### config.mk
export PLATFORM = sky130hd
export DESIGN_NAME = seg_scan_driver
export DESIGN_NICKNAME = d
export VERILOG_FILES = /design/src/rtl/seg_scan_driver.sv
export SDC_FILE = /design/constraint.sdc
export NUM_CORES = 1
export LEC_CHECK = 0
export CAP_MARGIN = 40
export CORE_UTILIZATION = 52
export CTS_CLUSTER_DIAMETER = 30
export DETAILED_ROUTE_END_ITERATION = 6
export GPL_TIMING_DRIVEN = 0
export PLACE_DENSITY = 0.8
export SLEW_MARGIN = 20
export SYNTH_ARGS = -nofsm -noshare
export SYNTH_HDL_FRONTEND = slang
export SYNTH_SLANG_ARGS = --single-unit
### constraint.sdc
create_clock -name clk -period 3.6 [get_ports clk]
set_input_delay 0.72 -clock clk [delete_from_list [all_inputs] [get_ports clk]]
set_output_delay 0.72 -clock clk [all_outputs]
set_load 0.01 [all_outputs]
### src/rtl/seg_scan_driver.sv
// seg_scan_driver
//   Multiplexed seven-segment driver for DIGITS common-anode digits.
//   A load strobe captures in_val. A sequential shift-add-3 engine converts it
//   to BCD, one bit per cycle. The display register then commits atomically.
//   The scanner walks ACT(i)/GAP(i) phase pairs from the top digit down. Each
//   GAP phase keeps every anode off so the previous digit does not ghost into
//   the next one.
//
// Parameters
//   DIGITS       displayed digits (1..8)
//   IN_W         binary input width (4..27)
//   REFRESH_DIV  clk cycles per scan phase (>=2)
//
// Ports
//   clk     system clock, rising edge
//   reset   asynchronous active-low reset
//   in_val  unsigned binary value, captured on load while idle
//   load    start a conversion (ignored while busy)
//   blank   force all anodes off
//   busy    conversion in progress
//   an      active-low anodes, an[i] = decimal weight 10^i
//   seg     active-low segments {g,f,e,d,c,b,a}
//
// Build option
//   LZ_BLANK_EN  when defined, leading zeros are suppressed (digit 0 is always shown)
module seg_scan_driver #(
  parameter int DIGITS      = 4,
  parameter int IN_W        = 16,
  parameter int REFRESH_DIV = 50000
) (
  input  logic              clk,
  input  logic              reset,
  input  logic [IN_W-1:0]   in_val,
  input  logic              load,
  input  logic              blank,
  output logic              busy,
  output logic [DIGITS-1:0] an,
  output logic [6:0]        seg
);

  localparam int BCD_N = (IN_W * 3) / 10 + 1;
  // One spare zero nibble above the display, so the overflow slice is never empty.
  localparam int EXT_N = ((BCD_N > DIGITS) ? BCD_N : DIGITS) + 1;
  localparam int CW    = $clog2(IN_W + 1);
  localparam int DW    = $clog2(REFRESH_DIV);
  localparam int IW    = (DIGITS > 1) ? $clog2(DIGITS) : 1;
  localparam logic [6:0] DASH = 7'b0111111;
  localparam logic [6:0] DARK = 7'h7F;

  typedef enum logic {ACT, GAP} mode_t;

  function automatic logic [6:0] dec(input logic [3:0] d);
    case (d)
      4'd0:    return 7'b1000000;
      4'd1:    return 7'b1111001;
      4'd2:    return 7'b0100100;
      4'd3:    return 7'b0110000;
      4'd4:    return 7'b0011001;
      4'd5:    return 7'b0010010;
      4'd6:    return 7'b0000010;
      4'd7:    return 7'b1111000;
      4'd8:    return 7'b0000000;
      4'd9:    return 7'b0010000;
      default: return DARK;
    endcase
  endfunction

  // ---------------- binary -> BCD converter ----------------
  logic [IN_W-1:0]        bin;
  logic [BCD_N*4-1:0]     bcd, bcd_adj, bcd_nxt;
  logic [EXT_N*4-1:0]     bcd_ext;
  logic [CW-1:0]          shifts;
  logic [DIGITS-1:0][3:0] disp;
  logic                   ovf;
  logic                   last;

  always_comb begin
    bcd_adj = bcd;
    for (int k = 0; k < BCD_N; k++)
      if (bcd[k*4 +: 4] >= 4'd5) bcd_adj[k*4 +: 4] = bcd[k*4 +: 4] + 4'd3;
  end

  assign bcd_nxt = {bcd_adj[BCD_N*4-2:0], bin[IN_W-1]};

  always_comb begin
    bcd_ext = '0;
    bcd_ext[BCD_N*4-1:0] = bcd_nxt;
  end

  // The final shift and the commit share one edge, so busy is high for exactly IN_W cycles.
  assign last = (shifts == CW'(IN_W - 1));

  always_ff @(posedge clk or negedge reset) begin
    if (!reset) begin
      busy   <= 1'b0;
      bin    <= '0;
      bcd    <= '0;
      shifts <= '0;
      disp   <= '0;
      ovf    <= 1'b0;
    end else if (busy) begin
      bin    <= bin << 1;
      bcd    <= bcd_nxt;
      shifts <= shifts + 1'b1;
      if (last) begin
        busy <= 1'b0;
        disp <= bcd_ext[DIGITS*4-1:0];
        ovf  <= |bcd_ext[EXT_N*4-1:DIGITS*4];
      end
    end else if (load) begin
      bin    <= in_val;
      bcd    <= '0;
      shifts <= '0;
      busy   <= 1'b1;
    end
  end

  // ---------------- refresh divider ----------------
  logic [DW-1:0] div;
  logic          tick;
  logic          blank_r;

  assign tick = (div == DW'(REFRESH_DIV - 1));

  always_ff @(posedge clk or negedge reset) begin
    if (!reset) begin
      div     <= '0;
      blank_r <= 1'b0;
    end else begin
      div     <= tick ? '0 : div + 1'b1;
      blank_r <= blank;
    end
  end

  // ---------------- leading-zero map ----------------
  logic [DIGITS-1:0] lz;
`ifdef LZ_BLANK_EN
  always_comb begin
    logic zacc;
    zacc = 1'b1;
    lz   = '0;
    for (int i = DIGITS - 1; i >= 0; i--) begin
      zacc  = zacc & (disp[i] == 4'd0);
      lz[i] = zacc & (i != 0);
    end
  end
`else
  assign lz = '0;
`endif

  // ---------------- scan FSM ----------------
  mode_t             mode, mode_nxt;
  logic [IW-1:0]     idx, idx_nxt;
  logic [DIGITS-1:0] an_r, an_nxt;
  logic [6:0]        seg_r, seg_nxt;

  always_comb begin
    mode_nxt = mode;
    idx_nxt  = idx;
    if (tick) begin
      if (blank_r) begin
        mode_nxt = GAP;
        idx_nxt  = '0;
      end else if (mode == ACT) begin
        mode_nxt = GAP;
      end else begin
        mode_nxt = ACT;
        idx_nxt  = (idx == '0) ? IW'(DIGITS - 1) : idx - 1'b1;
      end
    end
    // The pattern is taken from the display register when the phase is entered.
    // A commit in mid-frame therefore appears at the next phase boundary.
    an_nxt = '1;
    if (mode_nxt == ACT) an_nxt[idx_nxt] = 1'b0;
    if (ovf)               seg_nxt = DASH;
    else if (lz[idx_nxt])  seg_nxt = DARK;
    else                   seg_nxt = dec(disp[idx_nxt]);
  end

  always_ff @(posedge clk or negedge reset) begin
    if (!reset) begin
      mode  <= GAP;
      idx   <= '0;
      an_r  <= '1;
      seg_r <= DARK;
    end else if (tick) begin
      mode  <= mode_nxt;
      idx   <= idx_nxt;
      an_r  <= an_nxt;
      seg_r <= seg_nxt;
    end
  end

  assign an  = blank_r ? '1 : an_r;
  assign seg = seg_r;

endmodule

After elaboration in Yosys (flattened, before gate mapping)

Memories as Yosys holds them, arrays and structs flattened.
Index checks and enable logic that the tools add are counted.
Widths: inputs -> output; s select.

Flip-flop bits (word level): 90
Bits in latches: 0
Bits in writable memories: 0
Memory bits (read-only): 112
Output and inout bits: 12
Memories: 1

Add/subtract/negate cells: 8
$mul: 0
Divide/modulo/power cells: 0
Order comparisons: 7
Eq/ne operators: 2
Shift-type cells: 0
Multiplexer cells: 32
Bitwise gates (word level): 1
Reduce and logical (&&, ||, !) cells: 5

Memory list:

| name             | depth | bits a word | read ports | clocked after Yosys merged registers in | write ports | line | text |
|---|---|---|---|---|---|---|---|
| (name not given) | 16    | 7           | 1          | 0                                       | 0           | 53   | `case (d)` |

Operator list:

| cell                  | count |
|---|---|
| $mux 16               | 3 |
| $mux 20               | 2 |
| $mux 4                | 7 |
| $ge 4x3->1 const B    | 5 |
| $add 16x1->16 const B | 1 |
| $add 4x2->4 const B   | 4 |
| $eq 16x16->1 const B  | 1 |
| $mux 7                | 2 |
| $mux 5                | 2 |
| $bmux 4 s2            | 1 |
| $mux 1                | 8 |
| $mux 2                | 4 |
| $add 5x1->5 const B   | 1 |
| $eq 5x4->1 const B    | 1 |
| $not 4->4             | 1 |
| $reduce_or 4->1       | 1 |
| $add 3x2->3 const B   | 1 |
| $lt 2x3->1 const B    | 1 |
| $mux 3                | 1 |
| $bmux 1 s2            | 1 |
| $demux 1 s2           | 1 |
| $ge 2x1->1 const B    | 1 |
| $logic_not 2->1       | 1 |
| $reduce_and 2->1      | 1 |
| other kinds (3)       | 3 |

Depth between registers and ports, before layout

Depth after elaboration: 11
Gate-level depth with buffers: 13
Gate-level depth less buffers: 11

Least setup slack after synthesis

Ideal clock, no wire load.

Path kind: register to register
From: reg div[5]
To: reg seg_r[6] (netlist: seg[6])
Data arrival time: 3.121 ns
Required time: 3.523 ns
Setup slack: 0.402 ns
Stages on the path, launching flop included: 12
Period minus slack after synthesis: 3.198 ns
Cells stage by stage: dfrtp_1 -> or4b_4 -> or4_4 -> buf_6 -> and2_4 -> o211a_4 -> nor4_4 -> inv_1 -> ha_1 -> nor3_1 -> a2111oi_1 -> a21o_1

Cells in the longest elaborated chain, start to end: 7

Ends and longest elaborated chain:

| what                         | line | text |
|---|---|---|
| from (decl)                  | 119  | `logic [DW-1:0] div;` |
| from (signal assigned)       | 130  | `div <= tick ? '0 : div + 1'b1;` |
| $eq 16x16->1 (*)             | 123  | `assign tick = (div == DW'(REFRESH_DIV - 1));` |
| $mux 2                       | 160  | `if (tick) begin` |
| $bmux 4 s2                   | 177  | `else seg_nxt = dec(disp[idx_nxt]);` |
| $mux 4 (implied by the code) | 177  |  |
| $mem_v2 16x7                 | -    |  |
| $mux 7                       | 176  | `else if (lz[idx_nxt]) seg_nxt = DARK;` |
| $mux 7                       | 175  | `if (ovf) seg_nxt = DASH;` |
| to (signal assigned)         | 190  | `seg_r <= seg_nxt;` |
| to (decl)                    | 155  | `logic [6:0] seg_r, seg_nxt;` |

Every way passes the cells marked *; elsewhere a longest branch is shown, timed or not. The select of a mux whose other input is x is not followed.
A chain may end at the register's enable or synchronous reset.

Worst setup path in the final report

Same ends and word-level chain as after synthesis.

==> results_dict.tcl <==
set metrics [dict create \
    initial_core_util 0.543 \
    drive_gt1_frac 0.110 \
    synth_edf_count 0 \
    pin_count 32 \
    drt-total-wl_mm 10.1 \
    crit_type "register to register" \
    async_flop_share 1.00 \
    min_path_type "input port to asynchronous set/reset pin" \
    outcome "finished, violations left" \
    cp_data_required_time_ns 3.89 \
    finalClockSkew_ns 0.0148 \
    synth_ff_type "dfrtp_1" \
    io_buffers 30 \
    dr.pass1.iters 6 \
    period_share 0.967 \
    grt_use_total 0.227 \
    path_clk_slew_ns 0.09 \
    die_x_um 98.1 \
    cts_buffers 9 \
    hold_ws_ns 0.363 \
    crit_path_start_kind "register" \
    critPathMaxFanout 7 \
    syn_to_final_growth_pct 14.7 \
    avgSynthCellArea_um2 9.84 \
    leakagePower_nw 2.45 \
    overflow 0 \
    clock_latency_ns 0.37 \
    r2r-start "div[5]$_DFF_PN0_" \
    vias_per_cell 5.72 \
    dp_slack_ns 0.152 \
    relSlewSlack 0.521 \
    synth_area_leaders "dfrtp_1, mux2i_1, dfstp_2, o21ai_0, nand2_1" \
    ys_types 53 \
    cts-htree-levels 3 \
    antenna_found_initial 0 \
    tightest_slew_ns 0.718 \
    ys_seq_elements 90 \
    grt_pass1_wl_mm 17.5 \
    maxCapViolations 0 \
    hpwlAfterDp_mm 7.26 \
    fillerInstances 736 \
    critPathLaunch "div[5]$_DFF_PN0_" \
    syn_area_um2 4800 \
    final_nets 564 \
    regToRegSetupSlack_ns 0.12 \
    grt_pass1_vias 3747 \
    drc 3 \
    synthesis.nets 522 \
    fmax_ghz 0.287 \
    finalMaxSlewViolations 0 \
    ir_worst_vdd_uv 401 \
    violations "DRC" \
    layoutNonFillerInstCount 643 \
    synth_most_common_cell "dfrtp_1" \
    vias 3681 \
    n_antenna_cell 0 \
    clock-root-buffer "clkbuf_8" \
    worstSetupEndpointType "register" \
    hold_violations 0 \
    tritoncts "yes" \
    cts_sinks 90 \
    clk_path_buf_depth 2 \
    postCtsSetupRepairBufs 0 \
    wire_per_inst_um 15.7 \
    worst_slack_ns 0.120 \
    seq_area_frac_synth 0.472 \
    yosysWarnings 0 \
    dpl.cell_count 627 \
    rsz0062_at_grt "no" \
    grt_start_max_net_pins 52 \
    setup_viol 0 \
    layout_min_cycle_time_ns 3.48 \
    cp.arrival_ns 3.77 \
    routabilityCongestion 0.895 \
    antenna_left 0 \
    worstRegToRegCells 11 \
    yosysTopAreaCell "dfrtp_1" \
    synth_commonest_cells "dfrtp_1, nand2_1, o21ai_0" \
    power_density_nw_per_um2 673 \
    die_h_um 98.1 \
    netlist_instances 488 \
    tns_ns 0 \
    dieArea_um2 9630 \
    synth_top_area_share 0.406 \
    worstSetupEndpoint "seg[6]$_DFFE_PN1N_" \
    core_area_um2 8850 \
    drt_iter0_markers 187 \
    rr_endpoint "seg[6]$_DFFE_PN1N_" \
    rows 34 \
]
==> worst min path at each step <==
| stage | from | to | slack, ns | cells past startpoint |
|---|---|---|---|---|
| finish | reset | div[6]$_DFF_PN0_ | 0.36 | 1 |
| global route | reset | div[6]$_DFF_PN0_ | 0.43 | 1 |
| CTS | reset | div[6]$_DFF_PN0_ | 0.39 | 1 |
| detailed placement | disp[8]$_DFFE_PN0P_ | disp[8]$_DFFE_PN0P_ | 0.48 | 2 |
| global placement | bin[13]$_DFFE_PN0P_ | bin[14]$_DFFE_PN0P_ | 0.47 | 2 |
| floorplan | reset | bcd[0]$_DFFE_PN0P_ | 0.42 | 0 |
==> critical path, cell delays in order, from the launching register on <==
cell,delay (ns)
dfrtp_1,0.47
or4b_4,0.62
or4_4,0.54
buf_6,0.15
and2_4,0.17
o211a_4,0.23
nor4_4,0.37
inv_1,0.08
ha_1,0.22
nor3_2,0.25
a2111oi_1,0.10
a21o_1,0.19
==> registers in the layout (all words and copies together) (netlist names) <==
name,count
an_r,4
bcd,20
bin,16
blank_r,1
busy,1
disp,16
div,16
idx,2
mode,1
ovf,1
seg,7
shifts,5
==> per-stage QoR <==
stage | cell area [µm²] | total power [W] | utilization
final | 5510 | 0.00371 | 0.623
after global routing | 5510 | 0.00399 | 0.623
after CTS | 5500 | 0.00371 | 0.621
after detailed placement | 5260 | 0.00287 | 0.594
after global placement | 5240 | 0.00278 | 0.592
after floorplan | 4800 | 0.00250 | -
==> where the power goes <==
group          internal [W]  switching, W
sequential          0.00130      0.000234
clock              0.000478      0.000350
combinational      0.000597      0.000751
total               0.00237       0.00133
==> cells in the final DEF, fill, tap and decap left out, drive strengths merged, types with 3 or more instances in the layout <==
cell type | netlist | final
a211oi | 4 | 4
a21oi | 25 | 25
and3 | 6 | 6
buf | 8 | 10
bufinv | 0 | 3
clkbuf | 16 | 27
clkdlybuf4s50 | 0 | 29
clkinv | 2 | 3
dfrtp | 78 | 78
dfstp | 12 | 12
ha | 14 | 14
inv | 19 | 19
mux2 | 9 | 9
mux2i | 36 | 36
nand2 | 62 | 62
nand2b | 18 | 18
nand3 | 11 | 11
nand4 | 5 | 5
nor2 | 25 | 25
nor2b | 3 | 3
nor3 | 7 | 7
nor3b | 8 | 8
nor4 | 7 | 7
o21a | 3 | 3
o21ai | 49 | 49
o221ai | 4 | 4
o31ai | 9 | 9
or2 | 5 | 5
xnor2 | 14 | 14
xor2 | 7 | 7
==> area by class of cell <==
type | instances | area [µm²] | area share
Buffer | 24 | 103 | 0.0186
Clock buffer | 11 | 141 | 0.0257
Clock inverter | 5 | 101 | 0.0184
Inverter | 21 | 78.8 | 0.0143
Multi-Input combinational cell | 353 | 2360 | 0.429
Sequential cell | 90 | 2270 | 0.412
Tap cell | 108 | 135 | 0.0245
Timing Repair Buffer | 31 | 318 | 0.0577
==> cell families (layout without fill, tap and decap cells) <==
kind of cell	Yosys count	count (layout)	synth area share
XOR/XNOR	21	21	0.0383
buffers and inverters	45	92	0.0378
flip-flops	90	90	0.472
adder cells (fa/ha/maj)	14	14	0.0365
multiplexers	45	45	0.0961
AND/OR/NAND/NOR	170	170	0.192
AO/OA/AOI/OAI	103	103	0.128
==> layer usage <==
metal,routed length (µm),vias to the layer above,track usage
met5,0,-,0
met4,168,0,0.0828
met3,280,16,0.0365
met2,5140,63,0.397
met1,4480,1814,0.285
li1,-,1788,-
==> repair_timing <==
| item | 4_1_cts | 5_1_grt |
|---|---|---|
| endpoints found under the setup margin | 0 | 1 |
| gates resized for setup | 0 | 4 |
| hold buffers | 0 | 0 |
(Power assumes the default switching activity.)
